==> src/rtl/nrisc_boot_pkg.sv <==
// Shared state encoding, error codes and frame constants for the nRisc boot loader.
package nrisc_boot_pkg;

   typedef enum logic [2:0] {IDLE, LEN, LOAD, CHECK, DONE, ERROR} state_t;

   localparam logic [1:0] ERR_NONE    = 2'd0;
   localparam logic [1:0] ERR_CSUM    = 2'd1;
   localparam logic [1:0] ERR_TIMEOUT = 2'd2;

   localparam logic [7:0] HEADER_DEFAULT = 8'hA5;
   localparam int         TMR_W          = 16;

   // A length byte of zero means a full 256-byte image.
   function automatic logic [8:0] frame_size(input logic [7:0] len);
      return (len == 8'd0) ? 9'd256 : {1'b0, len};
   endfunction

endpackage

==> src/rtl/nrisc_boot_timeout.sv <==
// Mid-frame idle watchdog: counts enabled cycles, saturates at LIMIT and flags expiry.
// Clear wins over enable; expired is combinational from the count.
module nrisc_boot_timeout
   import nrisc_boot_pkg::*;
#(
   parameter int unsigned LIMIT = 65535
) (
   input  logic clock,
   input  logic reset_n,
   input  logic clear,
   input  logic enable,
   output logic expired
);

   localparam logic [TMR_W-1:0] LIMIT_V = TMR_W'(LIMIT);

   logic [TMR_W-1:0] count;

   always_ff @(posedge clock) begin
      if (!reset_n) begin
         count <= '0;
      end else if (clear) begin
         count <= '0;
      end else if (enable && !expired) begin
         count <= count + 1'b1;
      end
   end

   assign expired = (count == LIMIT_V);

endmodule

==> src/rtl/nrisc_boot_loader.sv <==
// Framed image loader: writes payload to imem one cycle after the accept edge, releases core on good checksum.
// rx_ready drops only for a stalled echo byte (NRISC_BOOT_ECHO_EN); otherwise every byte is taken.
module nrisc_boot_loader
   import nrisc_boot_pkg::*;
#(
   parameter int                ADDR_W         = 8,
   parameter int                DATA_W         = 8,
   parameter logic [DATA_W-1:0] HEADER         = HEADER_DEFAULT,
   parameter int unsigned       TIMEOUT_CYCLES = 65535
) (
   input  logic              clock,
   input  logic              reset_n,
   input  logic [DATA_W-1:0] rx_data,
   input  logic              rx_valid,
   output logic              rx_ready,
   output logic              im_wr_en,
   output logic [ADDR_W-1:0] im_wr_addr,
   output logic [DATA_W-1:0] im_wr_data,
   output logic              core_hold,
   output logic              load_done,
   output logic              load_error,
   output logic [1:0]        error_code,
   output logic [8:0]        words_loaded,
   output logic [DATA_W-1:0] tx_data,
   output logic              tx_valid,
   input  logic              tx_ready
);

   state_t            state, state_nxt;
   logic              accept, in_frame, tmo_expired, echo_block;
   logic              start, ld_len, wr_byte, set_done, set_csum, set_tmo;
   logic [ADDR_W-1:0] addr, pend_addr;
   logic [DATA_W-1:0] sum, pend_data;
   logic [8:0]        remain;
   logic              wr_pend;

   assign accept   = rx_valid && rx_ready;
   assign rx_ready = reset_n && !echo_block;
   assign in_frame = (state == LEN) || (state == LOAD) || (state == CHECK);

   nrisc_boot_timeout #(.LIMIT(TIMEOUT_CYCLES)) u_timeout (
      .clock   (clock),
      .reset_n (reset_n),
      .clear   (!in_frame || accept),
      .enable  (in_frame),
      .expired (tmo_expired)
   );

   always_ff @(posedge clock) begin
      if (!reset_n) state <= IDLE;
      else          state <= state_nxt;
   end

   always_comb begin
      state_nxt = state;
      start     = 1'b0;
      ld_len    = 1'b0;
      wr_byte   = 1'b0;
      set_done  = 1'b0;
      set_csum  = 1'b0;
      set_tmo   = 1'b0;
      case (state)
         IDLE, DONE, ERROR: begin
            if (accept && rx_data == HEADER) begin
               start     = 1'b1;
               state_nxt = LEN;
            end
         end
         LEN: begin
            if (accept) begin
               ld_len    = 1'b1;
               state_nxt = LOAD;
            end else if (tmo_expired) begin
               set_tmo   = 1'b1;
               state_nxt = ERROR;
            end
         end
         LOAD: begin
            if (accept) begin
               wr_byte = 1'b1;
               if (remain == 9'd1) state_nxt = CHECK;
            end else if (tmo_expired) begin
               set_tmo   = 1'b1;
               state_nxt = ERROR;
            end
         end
         CHECK: begin
            if (accept) begin
               if (rx_data == sum) begin
                  set_done  = 1'b1;
                  state_nxt = DONE;
               end else begin
                  set_csum  = 1'b1;
                  state_nxt = ERROR;
               end
            end else if (tmo_expired) begin
               set_tmo   = 1'b1;
               state_nxt = ERROR;
            end
         end
         default: state_nxt = IDLE;
      endcase
   end

   // Two-stage write path: capture on the accept edge, strobe the memory on the next edge.
   always_ff @(posedge clock) begin
      if (!reset_n) begin
         addr         <= '0;
         sum          <= '0;
         remain       <= '0;
         wr_pend      <= 1'b0;
         pend_addr    <= '0;
         pend_data    <= '0;
         im_wr_en     <= 1'b0;
         im_wr_addr   <= '0;
         im_wr_data   <= '0;
         words_loaded <= '0;
         core_hold    <= 1'b1;
         load_done    <= 1'b0;
         load_error   <= 1'b0;
         error_code   <= ERR_NONE;
      end else begin
         wr_pend  <= wr_byte;
         im_wr_en <= wr_pend;
         if (wr_byte) begin
            pend_addr <= addr;
            pend_data <= rx_data;
            addr      <= addr + 1'b1;
            sum       <= sum + rx_data;
            remain    <= remain - 9'd1;
         end
         if (wr_pend) begin
            im_wr_addr <= pend_addr;
            im_wr_data <= pend_data;
         end
         if (ld_len) begin
            addr         <= '0;
            sum          <= '0;
            remain       <= frame_size(rx_data);
            words_loaded <= '0;
         end else if (wr_pend) begin
            words_loaded <= words_loaded + 9'd1;
         end
         if (start) begin
            core_hold  <= 1'b1;
            load_done  <= 1'b0;
            load_error <= 1'b0;
            error_code <= ERR_NONE;
         end
         if (set_done) begin
            core_hold <= 1'b0;
            load_done <= 1'b1;
         end
         if (set_csum || set_tmo) begin
            core_hold  <= 1'b1;
            load_error <= 1'b1;
            error_code <= set_csum ? ERR_CSUM : ERR_TIMEOUT;
         end
      end
   end

`ifdef NRISC_BOOT_ECHO_EN
   logic              echo_vld;
   logic [DATA_W-1:0] echo_dat;

   always_ff @(posedge clock) begin
      if (!reset_n) begin
         echo_vld <= 1'b0;
         echo_dat <= '0;
      end else if (accept) begin
         echo_vld <= 1'b1;
         echo_dat <= rx_data;
      end else if (tx_ready) begin
         echo_vld <= 1'b0;
      end
   end

   assign echo_block = echo_vld && !tx_ready;
   assign tx_valid   = echo_vld;
   assign tx_data    = echo_dat;
`else
   logic unused_tx_ready;

   assign unused_tx_ready = tx_ready;
   assign echo_block      = 1'b0;
   assign tx_valid        = 1'b0;
   assign tx_data         = '0;
`endif

endmodule

==> config.mk <==
export PLATFORM = sky130hd
export DESIGN_NAME = nrisc_boot_loader
export DESIGN_NICKNAME = d
export VERILOG_FILES = /design/src/rtl/nrisc_boot_pkg.sv /design/src/rtl/nrisc_boot_timeout.sv /design/src/rtl/nrisc_boot_loader.sv
export SDC_FILE = /design/constraint.sdc
export NUM_CORES = 1
export LEC_CHECK = 0
export BUFFER_PORTS_ARGS = -buffer_cell sky130_fd_sc_hd__buf_2
export CAP_MARGIN = 20
export CORE_MARGIN = 10
export CORE_UTILIZATION = 55
export DETAILED_ROUTE_END_ITERATION = 6
export PLACE_DENSITY = 0.76
export SLEW_MARGIN = 20
export SYNTH_ARGS = -nofsm -noshare
export SYNTH_HDL_FRONTEND = slang
export SYNTH_SLANG_ARGS = --single-unit
export TNS_END_PERCENT = 50
==> constraint.sdc <==
create_clock -name clock -period 3.75 [get_ports clock]
set_input_delay 0.5625 -clock clock [delete_from_list [all_inputs] [get_ports clock]]
set_output_delay 0.5625 -clock clock [all_outputs]
set_load 0.01 [all_outputs]
### Word-level counts from Yosys, hierarchy flattened

Index checks and enable logic that the tools add are counted.

* latch bits: 0
* ROM bits: 0
* RAM bits: 0
* memories kept: 0
* word-level logic and storage cells: 86
* input port bits: 12
* output and inout bits: 41
* register bits after elaboration: 92

* shift operators: 0
* add/sub/neg operators: 5
* equality and inequality tests: 11
* div/mod/pow operators: 0
* $mul: 0
* bitwise logic cells: 1
* order comparisons: 0
* multiplexer cells: 33
* reductions and logical operators: 20

Operators with widths (count)
* $mux 9: 3
* $mux 1: 20
* $mux 3: 6
* $add 16x1->16 const B: 1
* $eq 16x16->1 const B: 1
* $pmux 3 s4: 1
* $add 9x1->9 const B: 1
* $eq 9x1->1 const B: 1
* $sub 9x1->9 const B: 1
* $add 8x1->8 const B: 1
* $add 8x8->8: 1
* $eq 8x8->1: 1
* $eq 8x8->1 const B: 1
* $logic_not 8->1: 1
* $eq 3x2->1 const B: 2
* $eq 3x3->1 const B: 2
* $mux 2: 3
* $reduce_bool 2->1: 3
* $reduce_or 2->1: 3
* $reduce_or 3->1: 2
* $logic_or 1x1->1: 4
* $eq 3x1->1 const B: 1
* $logic_and 1x1->1: 3
* $logic_not 3->1: 1
* 5 further kinds: 6

### Longest topological paths before layout

Gate-level depths: netlist of the first run.

* word-level depth: 6
* gate-level depth with buffers: 9
* gate-level depth less buffers: 7

### Hierarchy

From an unflattened synthesis of the first run, not the netlist that was laid out.

* cells, all modules: 511
* area total of the unflattened synthesis: 4439.3 µm²

By module, submodules not included
* nrisc_boot_loader: instances 1, sequential area each 1521.5 µm², cells an instance 415, area an instance 3559.7 µm²
* nrisc_boot_timeout: instances 1, sequential area each 320.3 µm², cells an instance 96, area an instance 879.6 µm²

### Least setup slack after synthesis of the first run

Ideal clock, no wire load.

* path type: input to register
* from: in rx_data[0]
* to: reg sum[6]
* setup slack: 1.602 ns
* stages: 7
* data arrival time: 2.031 ns
* required time: 3.633 ns
* buffers on the path: 0
* setup time: 0.117 ns
* cells stage by stage: ha_1 fa_1 a211oi_1 o21bai_1 a21oi_1 xnor2_1 a22o_1

* cells in the longest elaborated chain, start to end: 1

Ends and longest elaborated chain
* start, declared: RTL line nrisc_boot_loader.sv:13 `input logic [DATA_W-1:0] rx_data,`
* $add 8x8->8: RTL line nrisc_boot_loader.sv:129 `sum <= sum + rx_data;`
* end signal, assigned: RTL line nrisc_boot_loader.sv:129
* end, declared: RTL line nrisc_boot_loader.sv:33 `logic [DATA_W-1:0] sum, pend_data;`

No other way between the ends.
A chain may end at the register's enable or synchronous reset.

### Final worst setup path of the first run

* from: reg u_timeout.count[0]
* to: reg error_code[0]

* cells in the longest elaborated chain, start to end: 6
* elaborated cells on any way between the ends: 7
* classes of those cells: 1 x eq/ne; 4 x mux; 2 x reduce/logical

Ends and longest elaborated chain
* start, declared: RTL line nrisc_boot_timeout.sv:17 `logic [TMR_W-1:0] count;`
* start signal, assigned: RTL line nrisc_boot_timeout.sv:25 `count <= count + 1'b1;`
* $eq 16x16->1 *: RTL line nrisc_boot_timeout.sv:29 `assign expired = (count == LIMIT_V);`
* $mux 1 *: RTL line nrisc_boot_loader.sv:73, nrisc_boot_loader.sv:82, nrisc_boot_loader.sv:96
* $mux 1 *: RTL line nrisc_boot_loader.sv:70 `if (accept) begin`
* $mux 1 *
* $logic_or 1x1->1 *: RTL line nrisc_boot_loader.sv:154 `if (set_csum || set_tmo) begin`
* $mux 2 / $reduce_bool 2->1 (equally long branches)
* end signal, assigned: RTL line nrisc_boot_loader.sv:157 `error_code <= set_csum ? ERR_CSUM : ERR_TIMEOUT;`
* end, declared: RTL line nrisc_boot_loader.sv:22 `output logic [1:0] error_code,`

Every way passes the cells marked *; elsewhere a longest branch is shown, timed or not.

==> results.md, run 1 <==
- GR Util All Layers: 0.158
- Antenna-violating nets left: 0
- CTS Hold Bufs: 0
- Synth cell count leaders: 92 x dfxtp_1, 64 x nand2_1, 58 x nor2_1
- Clk pin slew, worst setup/hold paths: approximately 100 ps
- Post-CTS setup buffers: 0
- Largest net degree at the start of global routing: 26
- Leakage: 1.89 nW
- Max VDD drop: between 0.0002 and 0.0003 V
- Critical path required time: roughly 4000 ps
- Final period util: 0.605
- Post-Layout Cell Count: ~630
- # setup viols final: 0
- Final nets: 549
- Yosys warns: 0
- Layout cells sized above 1: 0.144
- Slew Limit Fails: 0
- Final Util: 0.616
- Power Density: 442 nW/um2
- Starting density of the core: 0.561
- Worst slew pin tran: 861 ps
- DR pass1 iterations: 4
- Top achievable clock speed: about 0.44 GHz
- Detailed-route vias per instance: 5.49
- RSZ-0062 raised after global routing: false
- Leading area contributor after synthesis: dfxtp_1
- FP Rows: 32
- Synth Flop Type: dfxtp_1
- Mux cell area share after synthesis: 0.0493
- CP Data Arrival Time: 2540 ps
- Detailed Route WL: 9.20 mm
- Mapped Area: between 4000 and 5000 um2
- Routed len/inst: 14.6 um
- Post-Synth Simple-Gate Area: 0.242
- Synth top area share: 0.429
- Max Cap Viol: 0
- Largest family of logic cells by synthesized area: simple AND/OR/NAND/NOR gates
- Max-slew headroom: 0.422
- Syn Area/Cell: between 8 and 9 um2
- Cell count after synthesis: 493
- Synth-to-Final Area Change: 9.80%
- Most frequent cell after synthesis: dfxtp_1
- Synthesized flop and latch total: about 90
- Die footprint: 11700 um2
- Post_cts resized: 0
- Hold Crit Class: reg -> reg
- Die H: 108 um
- CTS tree: built
- Critical path endpoint category: register
- DRC: 0
- Grt ovf: 0
- Fin crit period: ~2300 ps
- Fin. Hold Viols: 0
- CP Class: reg -> reg
- First-pass GRT wire length: 15.5 mm
- Synth Area in Compound Gates: 0.111
- I/O Buffers: 42
- Fill cell count: roughly 670
- Root Buffer: clkbuf_8
- N_diodes: 0
- Setup tns final: 0 ps
- Critical path peak fanout: 18
- IO Count: 53
- Synth top area cells: dfxtp_1 43%, nand2_1 5.6%, nor2_1 5.1%
- GP Congestion: 0.883
- Status: completed
- Worst skew pair latency: 370 ps
- Die W: 108 um
- Max Buffers Root-to-Sink: 2
- 1st-iter DRT viols: 264
- Clock skew: 12.9 ps
- Post-synth EDFFs: 0
- CTS sink count: 92
- CP Launch Type: register
- Distinct cells, synth: 60
- Vias in the first global route: 3241
- Vias: 3464
- Pre-CTS WS: ~1300 ps
- Placed wire-length estimate: 6.72 mm
- Initial antenna violation count: 0
- Post-Synth XOR/XNOR Area: 0.0735
- Adder-cell share of the synthesized area: 0.0420
- Seq/Total Area, Yosys: 0.429
- Final setup margin: 1480 ps
- Core footprint: around 7600 um2
- Num CTS Buffers: 9
- H-tree depth: 3
- Cells after DPL: 615
- Ys async rst share: 0
layout by cell type, fill, tap and decap left out, types with 5 or more instances in the layout:
master / netlist / routed
a211oi_1: 5 / 5
a21oi_1: 27 / 27
buf_2: 10 / 42
buf_4: 12 / 5
clkbuf_8: 0 / 9
conb_1: 1 / 9
dfxtp_1: 92 / 92
ha_1: 12 / 12
inv_1: 9 / 9
mux2i_1: 20 / 20
nand2_1: 64 / 64
nand3_1: 23 / 23
nand4_1: 11 / 11
nor2_1: 58 / 58
nor3_1: 17 / 17
o21ai_0: 11 / 11
xnor2_1: 22 / 22
xor2_1: 14 / 14
sequential cells by signal (all words and copies together) (netlist names):
register / count
u_timeout.count: 16
remain: 9
words_loaded: 9
addr: 8
im_wr_addr: 8
im_wr_data: 8
pend_addr: 8
pend_data: 8
sum: 8
state: 3
error_code: 2
core_hold: 1
im_wr_en: 1
load_done: 1
load_error: 1
wr_pend: 1
cell families after synthesis:
family / Yosys count
and+or+nand+nor: 210
DFF: 92
AOI/OAI and AO/OA: 74
buffers and inverters: 45
xor gates and xnor gates: 36
muxes: 21
adders and majority gates: 14
other: 1
through the flow:
step                cell area (um2)  total power, mW  hold slack (ps)
finish                         4710             2.09              458
global route                   4710             2.18              464
CTS                            4710             2.09              460
detailed placement             4510             1.44              446
global placement               4510             1.42              442
floorplan                      4320             1.37              430
routing by layer:
layer,GRT usage,vias to the layer above,part of all wire
met1,0.213,1633,0.49
met2,0.242,70,0.45
li1,-,1756,-
met4,0.0367,0,0.0057
met3,0.0464,5,0.061
met5,0,-,0
final cells by class:
class	instances	area (um2)	area share
flip-flops and latches	92	1840	0.391
clock inverters	7	80.1	0.0170
well taps	102	128	0.0271
repair buffers	47	248	0.0526
inverters	10	37.5	0.00797
clock buffers	9	124	0.0263
multi-input cells	364	2250	0.478
worst max-delay path: stages, from the launching register on:
cell and delay [ps]:
dfxtp_1 410, ha_1 210, nand4_1 220, nor4_4 700, nand3_1 310, a31oi_1 250
nor2_1 60
where the power goes:
| group | internal [mW] | switching, mW | leakage [nW] |
|---|---|---|---|
| combinational | 0.150 | 0.210 | 1.05 |
| sequential | 1.01 | 0.0506 | 0.741 |
| clock | 0.265 | 0.401 | 0.0994 |
path summary, 6_finish.rpt:
path	start	end	slack, ps	cells after the start
worst max-delay path	u_timeout.count[0]	error_code[0]	1480	6
worst min-delay path	pend_data[4]	pend_data[4]	460	2
worst max register to register	u_timeout.count[0]	error_code[0]	1480	6
worst min register to register	pend_data[4]	pend_data[4]	460	2
No activity file was read; power rests on OpenSTA's default activity.
==> run 2: changes to the inputs <==
Settings changed: CORE_UTILIZATION 55 to 52, PLACE_DENSITY 0.76 to 0.75.
Clock period 3.75 ns to 1.9 ns, I/O delays scaled along.
==> run 2 against run 1 <==
Worst setup slack got worse by 1500 ps. Count of clock-buffer cells in the layout unchanged. Cell area rose by 7.9%. Utilization rose by 0.90 points. Register-to-register slack got worse by 1500 ps. Die area grew 4.7%. Combinational power up 140%. Largest power group unchanged. Final cell count rose by 5.7%.
==> results.md, run 2 (synthesized netlist as in run 1, its figures left out) <==
- Largest net degree at the start of global routing: 26 (unchanged)
- Die W: 111 um (was 108 um)
- Max VDD drop: 0.000424 V (was 0.000252 V)
- Placed wire-length estimate: 7.14 mm (was 6.72 mm)
- GR Util All Layers: 0.161 (was 0.158)
- Num CTS Buffers: 9 (unchanged)
- FP Rows: 33 (was 32)
- CTS sink count: 92 (unchanged)
- Vias in the first global route: 3680 (was 3241)
- 1st-iter DRT viols: 153 (was 264)
- CP Launch Type: register (unchanged)
- Power Density: 832 nW/um2 (was 442 nW/um2)
- Hold Crit Class: in -> reg (was reg -> reg)
- DR pass1 iterations: 4 (unchanged)
- Flop-to-flop setup slack: 20 ps (was 1480 ps)
- Clock skew: 10.8 ps (was 12.9 ps)
- CTS tree: built (unchanged)
- Detailed-route vias per instance: 5.44 (was 5.49)
- N_diodes: 0 (unchanged)
- H-tree depth: 3 (unchanged)
- Final nets: 582 (was 549)
- Root Buffer: clkbuf_8 (unchanged)
- Placed inst area: 4760 um2 (was 4510 um2)
- RSZ-0062 raised after global routing: true (was false)
- Grt ovf: 0 (unchanged)
- Final period util: 0.988 (was 0.605)
- Top achievable clock speed: 0.533 GHz (was 0.440 GHz)
- Most frequent cells in the layout: 89 x dfxtp_1, 64 x nand2_1, 58 x nor2_1 (was 92 x dfxtp_1, 64 x nand2_1, 58 x nor2_1)
- Antenna-violating nets left: 0 (unchanged)
- Critical path endpoint category: register (unchanged)
- Biggest regs: u_timeout.count: 16 flops, remain: 9 flops, words_loaded: 9 flops (unchanged)
- Synth-to-Final Area Change: 18.5% (was 9.80%)
- # setup viols final: 0 (unchanged)
- Die footprint: 12300 um2 (was 11700 um2)
- Pre-CTS WS: -198 ps (was 1290 ps)
- CTS Hold Bufs: 0 (unchanged)
- Fin crit period: 1880 ps (was 2270 ps)
- Worst R2R End: sum[6] (was error_code[0])
- Die H: 111 um (was 108 um)
- DRC: 0 (unchanged)
- Finished Cell Area: 5080 um2 (was 4710 um2)
- Detailed Route WL: 9.82 mm (was 9.20 mm)
- Status: completed (unchanged)
- Clk pin slew, worst setup/hold paths: 100 ps (about the same)
- Most common cell after layout, fill and taps aside: dfxtp_1 (unchanged)
- Top reg by flops: u_timeout.count (unchanged)
- Vias: 3631 (was 3464)
- Setup crit end: sum[6] (was error_code[0])
- Leakage: 2.06 nW (was 1.89 nW)
- Final setup margin: 23.3 ps (was 1480 ps)
- I/O Buffers: 42 (unchanged)
- Worst reg2reg path startpoint: sum[0] (was u_timeout.count[0])
- Max Cap Viol: 0 (unchanged)
- Critical path peak fanout: 3 (was 18)
- GP Congestion: 0.868 (was 0.883)
- Slew Limit Fails: 0 (unchanged)
- Layout cells sized above 1: 0.219 (was 0.144)
- Setup tns final: 0 ps (unchanged)
- Initial antenna violation count: 0 (unchanged)
- Fin. Hold Viols: 0 (unchanged)
- Crit. Startpoint: sum[0] (was u_timeout.count[0])
- Starting density of the core: 0.528 (was 0.561)
- Reg2Reg Depth: 7 (was 6)
- CP Class: reg -> reg (unchanged)
- Max Buffers Root-to-Sink: 2 (unchanged)
- CP Data Arrival Time: 2140 ps (was 2540 ps)
- First-pass GRT wire length: 17.1 mm (was 15.5 mm)
- Core footprint: 8130 um2 (was 7650 um2)
- Final Total Pwr: 4.23 mW (was 2.09 mW)
- Routed len/inst: 14.7 um (was 14.6 um)
- Critical path required time: 2170 ps (was 4020 ps)
- IO Count: 53 (unchanged)
- Worst skew pair latency: 370 ps (about the same)
- Largest register FFs: 16 (unchanged)
-- run 2: cell types whose count changed in the layout (fill, tap and decap cells not counted), sizes merged --
cell,before,now
clkinvlp,1,0
clkinv,3,4
buf,47,80
-- run 2: worst min path at each step --
| stage | slack (ps) | cells past startpoint | to | start |
|---|---|---|---|---|
| after floorplan | 380 | 2 | pend_data[0] | rx_data[0] |
| after global placement | 450 | 2 | pend_addr[7] | addr[7] |
| after detailed placement | 450 | 2 | pend_data[7] | pend_data[7] |
| after CTS | 240 | 3 | pend_data[7] | rx_data[7] |
| after global routing | 260 | 3 | pend_data[7] | rx_data[7] |
| final | 260 | 3 | pend_data[7] | rx_data[7] |
-- run 2: area by class of cell --
type,instances,area (um2)
clock inverters,7,78.8
flip-flops and latches,92,1850
inverters,10,37.5
fillers,690,3050
well taps,105,131
clock buffers,9,124
multi-input cells,364,2350
repair buffers,80,512
-- run 2: layer usage --
metal	part of all wire	vias to the layer above	wire, um	track usage
li1	-	1828	-	-
met1	0.45	1711	4460	0.202
met2	0.48	86	4710	0.261
met3	0.059	6	578	0.0503
met4	0.0067	0	66	0.0417
met5	0	-	0	0
-- run 2: where the power goes --
part | internal, mW | switching [mW] | leakage, nW
clock | 0.520 | 0.781 | 0.102
combinational | 0.388 | 0.468 | 1.22
sequential | 1.99 | 0.0793 | 0.743
-- run 2: critical path: stages (launching register included) --
cell,delay [ps]
dfxtp_1,350
ha_4,180
fa_2,390
a211oi_4,290
o21bai_1,120
a21oi_1,160
xnor2_1,80
a22o_1,220
-- run 2: repair_timing --
| item | CTS | global route |
|---|---|---|
| buffers inserted | 1 | 1 |
| pin swaps | 3 | 8 |
| resized for setup | 6 | 19 |
| gates cloned | 0 | 0 |
| setup endpoints to repair | 3 | 9 |
-- run 2: stage by stage --
step                      utilization  std cells  hold slack (ps)
after CTS                       0.613        666              240
after detailed placement        0.585        649              450
final                           0.625        667              258
after floorplan                     -        501              384
after global placement          0.585        649              445
after global routing            0.625        667              260
